File: config.mk
export PLATFORM = sky130hd
export DESIGN_NAME = round_key_store
export DESIGN_NICKNAME = d
export VERILOG_FILES = /design/src/rtl/aes_pkg.sv /design/src/rtl/rks_regfile.sv /design/src/rtl/round_key_store.sv
export SDC_FILE = /design/constraint.sdc
export NUM_CORES = 2
export LEC_CHECK = 0
export CORE_MARGIN = 2
export CORE_UTILIZATION = 40
export DETAILED_ROUTE_END_ITERATION = 10
export SYNTH_ARGS = -nofsm -noshare
export SYNTH_HDL_FRONTEND = slang
export SYNTH_SLANG_ARGS = --single-unit
File: constraint.sdc
create_clock -name clk -period 14.4 [get_ports clk]
set_input_delay 3.6 -clock clk [delete_from_list [all_inputs] [get_ports clk]]
set_output_delay 3.6 -clock clk [all_outputs]
set_load 0.03 [all_outputs]
File: src/rtl/aes_pkg.sv
// Shared AES key-store types: round count, key width, round-index width, store FSM states.
// Latency: n/a (declarations only).
// Backpressure: n/a.
package aes_pkg;

  localparam int NR    = 10;
  localparam int KEY_W = 128;
  localparam int RND_W = 4;

  typedef enum logic [1:0] {
    ST_EMPTY   = 2'd0,
    ST_FILLING = 2'd1,
    ST_FULL    = 2'd2,
    ST_STREAM  = 2'd3
  } rks_state_t;

endpackage

File: src/rtl/rks_regfile.sv
// Round-key storage: DEPTH x KEY_W array, one write port, one registered read port.
// Latency: read data valid the cycle after re; write lands on the clock edge.
// Backpressure: none; rdata holds its value whenever re is low.
module rks_regfile #(
  parameter int DEPTH = 11,
  parameter int KEY_W = 128,
  parameter int AW    = 4
) (
  input  logic             clk,
  input  logic             rst,
  input  logic             we,
  input  logic [AW-1:0]    waddr,
  input  logic [KEY_W-1:0] wdata,
  input  logic             re,
  input  logic [AW-1:0]    raddr,
  output logic [KEY_W-1:0] rdata
);

  logic [KEY_W-1:0] mem [DEPTH];

  // Key array write; the array itself is never reset, only overwritten.
  always_ff @(posedge clk) begin
    if (we && (int'(waddr) < DEPTH)) begin
      mem[waddr] <= wdata;
    end
  end

  // Registered read; output cleared by reset so the stream data bus starts at zero.
  always_ff @(posedge clk) begin
    if (rst) begin
      rdata <= '0;
    end else if (re) begin
      rdata <= (int'(raddr) < DEPTH) ? mem[raddr] : '0;
    end
  end

endmodule

File: src/rtl/round_key_store.sv
// AES round-key store: fill NR+1 keys, then stream them up or down; ROUND_KEY_STORE_ZEROIZE_EN adds a wipe.
// Latency: first beat one cycle after an accepted rd_start; then one beat per cycle with no bubbles.
// Backpressure: rk_valid/rk_data/rk_round/rk_last hold while rk_ready is low.
module round_key_store #(
  parameter int NR    = aes_pkg::NR,
  parameter int KEY_W = aes_pkg::KEY_W
) (
  input  logic                      clk,
  input  logic                      rst,
`ifdef ROUND_KEY_STORE_ZEROIZE_EN
  input  logic                      zeroize,
`endif
  input  logic                      init_valid,
  input  logic [KEY_W-1:0]          init_key,
  input  logic [KEY_W-1:0]          key_in,
  input  logic [aes_pkg::RND_W-1:0] key_addr,
  input  logic                      key_loaded,
  input  logic                      rd_start,
  input  logic                      rd_dir,
  output logic                      rk_valid,
  input  logic                      rk_ready,
  output logic [KEY_W-1:0]          rk_data,
  output logic [aes_pkg::RND_W-1:0] rk_round,
  output logic                      rk_last,
  output logic                      full,
  output logic                      rd_err
);
  import aes_pkg::*;

  localparam int              RW       = aes_pkg::RND_W;
  localparam logic [RW-1:0]   LAST_RND = RW'(NR);

  rks_state_t     state;
  logic [NR:0]    bitmap;
  logic           dir_q;
  logic           zero_busy;
  logic [RW-1:0]  zero_addr;

  logic           we;
  logic [RW-1:0]  waddr;
  logic [KEY_W-1:0] wdata;
  logic           re;
  logic [RW-1:0]  raddr;

  logic           xfer;
  logic           fill_hit;
  logic [RW-1:0]  nxt_round;
  logic [RW-1:0]  first_rnd;
  logic [RW-1:0]  end_rnd;

`ifdef ROUND_KEY_STORE_ZEROIZE_EN
  logic           zero_active;
  logic [RW-1:0]  zero_cnt;

  // The trigger cycle wipes entry 0; the sequencer then walks entries 1..NR.
  assign zero_busy = zero_active | zeroize;
  assign zero_addr = zero_active ? zero_cnt : '0;

  // Wipe sequencer: one entry per cycle until entry NR is cleared.
  always_ff @(posedge clk) begin
    if (rst) begin
      zero_active <= 1'b0;
      zero_cnt    <= '0;
    end else if (!zero_active && zeroize) begin
      zero_active <= 1'b1;
      zero_cnt    <= RW'(1);
    end else if (zero_active) begin
      if (zero_cnt == LAST_RND) zero_active <= 1'b0;
      zero_cnt <= zero_cnt + 1'b1;
    end
  end
`else
  assign zero_busy = 1'b0;
  assign zero_addr = '0;
`endif

  assign xfer      = rk_valid & rk_ready;
  assign fill_hit  = (state == ST_FILLING) && (key_addr != '0) && (key_addr <= LAST_RND);
  assign nxt_round = dir_q ? (rk_round - 1'b1) : (rk_round + 1'b1);
  assign first_rnd = rd_dir ? LAST_RND : '0;
  assign end_rnd   = dir_q ? '0 : LAST_RND;
  assign full      = (state == ST_FULL) || (state == ST_STREAM);

  // Write-port select: wipe beats init, init beats expansion writes.
  always_comb begin
    we    = 1'b0;
    waddr = '0;
    wdata = '0;
    if (zero_busy) begin
      we    = 1'b1;
      waddr = zero_addr;
    end else if (init_valid) begin
      we    = 1'b1;
      wdata = init_key;
    end else if (fill_hit) begin
      we    = 1'b1;
      waddr = key_addr;
      wdata = key_in;
    end
  end

  // Read-port select: fetch the first key on start, the next key on each non-final transfer.
  always_comb begin
    re    = 1'b0;
    raddr = '0;
    if (!zero_busy && !init_valid) begin
      if ((state == ST_FULL) && rd_start) begin
        re    = 1'b1;
        raddr = first_rnd;
      end else if ((state == ST_STREAM) && xfer && !rk_last) begin
        re    = 1'b1;
        raddr = nxt_round;
      end
    end
  end

  rks_regfile #(
    .DEPTH (NR + 1),
    .KEY_W (KEY_W),
    .AW    (RW)
  ) u_rf (
    .clk   (clk),
    .rst   (rst),
    .we    (we),
    .waddr (waddr),
    .wdata (wdata),
    .re    (re),
    .raddr (raddr),
    .rdata (rk_data)
  );

  // Store FSM with registered stream controls; wipe and init take priority over everything else.
  always_ff @(posedge clk) begin
    if (rst) begin
      state    <= ST_EMPTY;
      bitmap   <= '0;
      dir_q    <= 1'b0;
      rk_valid <= 1'b0;
      rk_round <= '0;
      rk_last  <= 1'b0;
      rd_err   <= 1'b0;
    end else begin
      rd_err <= 1'b0;
      if (zero_busy) begin
        state    <= ST_EMPTY;
        bitmap   <= '0;
        rk_valid <= 1'b0;
        rk_last  <= 1'b0;
        rd_err   <= rd_start;
      end else if (init_valid) begin
        state    <= ST_FILLING;
        bitmap   <= {{NR{1'b0}}, 1'b1};
        rk_valid <= 1'b0;
        rk_last  <= 1'b0;
      end else begin
        case (state)
          ST_EMPTY: begin
            rd_err <= rd_start;
          end
          ST_FILLING: begin
            rd_err <= rd_start;
            if (fill_hit) bitmap[key_addr] <= 1'b1;
            if ((&bitmap) && key_loaded) state <= ST_FULL;
          end
          ST_FULL: begin
            if (rd_start) begin
              state    <= ST_STREAM;
              rk_valid <= 1'b1;
              rk_round <= first_rnd;
              rk_last  <= 1'b0;
              dir_q    <= rd_dir;
            end
          end
          ST_STREAM: begin
            rd_err <= rd_start;
            if (xfer) begin
              if (rk_last) begin
                state    <= ST_FULL;
                rk_valid <= 1'b0;
                rk_last  <= 1'b0;
              end else begin
                rk_round <= nxt_round;
                rk_last  <= (nxt_round == end_rnd);
              end
            end
          end
          default: state <= ST_EMPTY;
        endcase
      end
    end
  end

endmodule

# After elaboration in Yosys (flattened, before gate mapping)
# Memories as Yosys holds them, arrays and structs flattened.
# Index checks and enable logic that the tools add are counted.
# classes
add_sub_neg	2
multipliers	0
n_div	0
magnitude_cmp	5
n_eq_ne	13
shifts	0
n_mux	41
bitwise_logic	4
reduce_logical	29
# op_table
op	count
128-bit two-way mux	3
4-bit two-way mux	11
1-bit two-way mux	18
5-bit AND reduction	3
11-bit bitwise OR	1
11-bit AND reduction	1
3-bit != test, second input constant	3
1-bit logical AND	8
4-bit less-than comparator, second input constant	2
2-bit two-way mux	4
2-bit != test, second input constant	4
4-bit case mux with 2 select lines	1
4-bit nonzero test	2
2-bit case mux with 3 select lines	1
3-bit AND reduction	2
2-bit nonzero test	3
3-bit OR reduction	2
4-bit by 5-bit less-than comparator with 1-bit output, second input constant	1
4-bit by 1-bit adder with 4-bit output, second input constant	1
1-bit demux with 4-bit select	1
2-bit equality test, second input constant	2
4-bit equality test	1
4-bit by 1-bit greater-or-equal comparator with 1-bit output, second input constant	1
4-bit less-or-equal comparator, second input constant	1
14 further kinds	17
# word_totals
reg_bits	149
latch_bits	0
ramBits	1408
romBits	0
inputBits	267
output_inout_bits	136
wordCells	105
memories	1
# mem_list
memory	words	word_bits	rd	rd_ports_with_merged_regs	wr	line_no	rtl
u_rf.mem	11	128	1	0	1	rks_regfile.sv:19	logic [KEY_W-1:0] mem [DEPTH];

# Longest topological paths before layout
# depth
word_depth	9
ltp_mapped	10
ltp_nobuf	7

# By module
# A second synthesis with hierarchy kept.
# hier_totals
hier_cells	3849
hier_area_um2	60466.7
# by_module_without_submodules
module	instances	cells_each	area_each_um2	seq_area_each_um2
rks_regfile	1	3295	57625.3	44843.0
round_key_store	1	554	2841.5	420.4

# Worst setup path after synthesis
# Ideal clock, no wire load.
# synth_timing
path_kind	input port to flip-flop
from	in init_valid
to	mem u_rf.mem[4][0], enable pin
setup_ns	0.772
t_arrival_ns	12.875
required_ns	13.628
setup_slack_ns	0.752
path_stages	3
path_buffers	1
path_cell_list	clkbuf_1 > or3_1 > nor3_1
# synth_between
elab_chain_len	5
elab_cells_between_ends	6
classes_between	1 x order compare; 4 x mux; 1 x reduce/logical
# synth_rtl
element	line_no	rtl
start: declaration	round_key_store.sv:13	input logic init_valid,
4-bit two-way mux	round_key_store.sv:92	end else if (init_valid) begin
4-bit less-than comparator	rks_regfile.sv:23	if (we && (int'(waddr) < DEPTH)) begin
1-bit logical AND	rks_regfile.sv:23	
1-bit two-way mux	rks_regfile.sv:23	
1-bit two-way mux (not written as such)	rks_regfile.sv:24	mem[waddr] <= wdata;
end: declaration	rks_regfile.sv:19	
# Parallel ways exist; a longest one is shown, timed or not.

# Worst setup path after layout
# layout_timing
from	in init_valid
to	reg u_rf.rdata[120]
# layout_between
elab_chain_len	3
elab_cells_between_ends	5
classes_between	1 x order compare; 3 x mux; 1 x memory
# layout_rtl
element	line_no	rtl
4-bit two-way mux	round_key_store.sv:106	if (!zero_busy && !init_valid) begin
memory 11 x 128 bit / 4-bit less-than comparator (equally long branches)	-	
128-bit two-way mux	rks_regfile.sv:33	rdata <= (int'(raddr) < DEPTH) ? mem[raddr] : '0;
end signal: assignment	rks_regfile.sv:33	
end: declaration	rks_regfile.sv:16	output logic [KEY_W-1:0] rdata
# Parallel ways exist; a longest one is shown, timed or not.
# A chain may end at the register's enable or synchronous reset.

==> impl_metrics.yaml <==
grt:
  grt_use_total: 0.2186
  top_usage_layer: "met2"
  grt_pass1_wl_mm: 253.9
  globalRouteMet2Util: 0.3635
  grt_use_met3: 0.03749
  grt_start_max_net_pins: 132
  globalRoute.totalOverflow: 0
  met1_usage: 0.2986
  antenna_found_initial: 2
  grt_pass1_vias: 37620
setup_path:
  r2r_end: "u_rf.rdata[56]"
  critPathRequiredTime_ns: 15.09
  crit_family: "buffers and inverters"
  cp-start-kind: "input port"
  critPathCapture: "u_rf.rdata[120]"
  regToRegStartpoint: "rk_round[0]"
  cp-end-kind: "flip-flop"
  path_class: "input port to flip-flop"
  slowest_delay_ns: 0.80
  worstPathMaxFanout: 82
  rr_worst_depth: 11
  worstPathArrival_ns: 7.87
  reg2reg_slack_ns: 8.76
  crit_chain: "buf_8 -> and3b_1 -> a21oi_1 -> or2_4 -> buf_4 -> buf_4 -> a31oi_1 -> a221o_1"
  path_common_cell: "buf_4"
  crit_start: "init_valid"
  slowest_stage: "buf_4"
  worst-path-buf-inv: 3
  cp.depth: 8
place:
  place_inst: 6126
  place.gp.congestion: 0.7370
  dpl.hpwl_mm: 88.77
  dp_slack_ns: 6.390
  port-buffer-count: 402
detailed_routing:
  dr.pass1.iters: 6
  postRouteAntennaNets: 0
  post_drt_wl_per_cell_um: 27.20
  drtIter0Drc: 3853
  vias: 38090
  via_per_inst: 5.928
  wl_mm: 174.8
  drc: 0
floorplanning:
  core_mm2: 0.1521
  io-pin-count: 403
  dieHeight_um: 395.5
  initial_core_util: 0.4032
  die_w_um: 395.5
  rows: 143
  dieArea_mm2: 0.1564
clocking:
  clk_latency_ns: 0.81
  root_buffer: "clkbuf_16"
  post_cts_buffers: 0
  clockBufferDepth: 3
  cts_tree: "yes"
  cts-resized-gates: 0
  numCtsBuffers: 161
  clock_sinks: 1557
  cts.htree.levels: 4
  clkTransAtPathRegs_ns: 0.06
  postCtsHoldBufs: 0
timing:
  max_freq_mhz: 139.3
  fin_crit_sh: 0.4986
  fin_tns_setup_ns: 0
  finalSetupViolations: 0
  skew_ns: 0.03081
  final_hold_viol_count: 0
  timing.final.ws_setup_ns: 7.220
  min_period_ns: 7.180
  slew_headroom: 0.2349
  worstMarginPinSlew_ns: 1.148
  rsz0062_at_grt: "false"
  fin_hold_ws_ns: 0.4755
  drv_slew: 0
worst_hold_path:
  worst_hold_path_type: "flip-flop to flip-flop"
final_layout:
  drive_gt1_frac: 0.08007
  fin_cells: 6426
  area_delta_synth_final_pct: 18.62
  fin_util: 0.4782
  layout.nets: 4529
  diodes: 0
synth:
  synth_nets: 4212
  synth_ff_type: "edfxtp_1"
  netlist_area_mm2: 0.06131
  yosysUniqueCellTypes: 44
  yosysMostFrequentCell: "edfxtp_1"
  synth.area.top_cells: "edfxtp_1, dfxtp_1, mux2i_1"
  yosysTopAreaCell: "edfxtp_1"
  ys_seq_area_frac: 0.7382
  yosys_warnings: 0
  postSynth.asyncResetShare: 0
  synth_top_area_share: 0.6896
  syn_inst: 3942
  syn_avg_cell_area_um2: 15.55
  synth_edf_count: 1408
  synth_common_cells: "edfxtp_1, nor2_1, nand2_1"
  synth_seq_cells: 1557
power_and_ir_drop:
  vdd_ir_drop_max_v: 0.00009443
  p_leak_uw: 0.02316
  p_per_area_mw_per_mm2: 130.9
status:
  outcome: "completed"
flow_run:
  drv_cap: 0
-- cell families after synthesis --
group / Yosys count / synth area share
compound gates: 1179 / 0.1565
mux: 261 / 0.04261
simple gates: 601 / 0.03865
buf+inv: 334 / 0.02228
fa+ha+maj: 3 / 0.0007346
flops: 1557 / 0.7382
xor+xnor: 7 / 0.001000
-- worst min-delay path, delay by kind of cell, from the launching register on --
kind / cells / cell delay [ns]
flip-flops: 1 / 0.33
AND/OR/NAND/NOR: 1 / 0.07
AO/OA/AOI/OAI: 1 / 0.04
-- worst min-delay path by stage --
stage / startpoint / endpoint / slack [ns] / depth (start not counted)
6_report: bitmap[7] / bitmap[7] / 0.48 / 2
5_1_grt: bitmap[4] / bitmap[4] / 0.49 / 2
4_1_cts: bitmap[9] / bitmap[9] / 0.48 / 2
3_5_place_dp: bitmap[7] / bitmap[7] / 0.46 / 2
3_3_place_gp: bitmap[6] / bitmap[6] / 0.45 / 2
2_1_floorplan: bitmap[1] / bitmap[1] / 0.44 / 2
-- power by group --
| group | switching [µW] | internal [µW] |
|---|---|---|
| clock network | 1770 | 2420 |
| registers | 17.5 | 5000 |
| logic | 179 | 133 |
| total | 1970 | 7550 |
-- final cells by class --
| class | count | area, µm² |
|---|---|---|
| inverter | 1 | 3.754 |
| fill | 12920 | 79350 |
| clock inverter | 71 | 839.6 |
| sequential | 1557 | 45270 |
| timing repair buffer | 487 | 4730 |
| tap | 2030 | 2540 |
| multi-input combinational | 2051 | 14850 |
| clock buffer | 229 | 4497 |
-- routing by layer --
layer | wire, µm | share of wire
met5 | 0 | 0
met4 | 3357 | 0.019
met3 | 12360 | 0.071
met2 | 84050 | 0.48
met1 | 75030 | 0.43
-- state kept, by name, indices dropped and copies added, names as in the netlist --
name        flops
bitmap         11
dir_q           1
rd_err          1
rk_last         1
rk_round        4
rk_valid        1
state           2
u_rf.mem     1408
u_rf.rdata    128
-- metrics by stage --
stage               instance area, µm²  power [µW]
floorplan                        61310        5265
finish                           72730        9518
detailed placement               67390        5422
CTS                              72730        9576
global placement                 67390        5413
global route                     72730        9782
-- cell usage in the layout, fill, tap and decap left out, drive strengths merged, types with 4 or more instances in the layout --
| cell type | n |
|---|---|
| a211oi | 253 |
| a21o | 4 |
| a21oi | 20 |
| a221o | 253 |
| a22o | 254 |
| a31oi | 131 |
| and3b | 6 |
| buf | 86 |
| bufinv | 12 |
| clkbuf | 229 |
| clkdlybuf4s50 | 401 |
| clkinv | 47 |
| dfxtp | 149 |
| edfxtp | 1408 |
| inv | 11 |
| mux2i | 261 |
| nand2 | 271 |
| nand2b | 4 |
| nand3 | 5 |
| nor2 | 288 |
| nor3 | 10 |
| o21ai | 4 |
| o22ai | 126 |
| o2bb2ai | 126 |
| xnor2 | 5 |
Note: power is estimated with default switching activity, not from simulation.
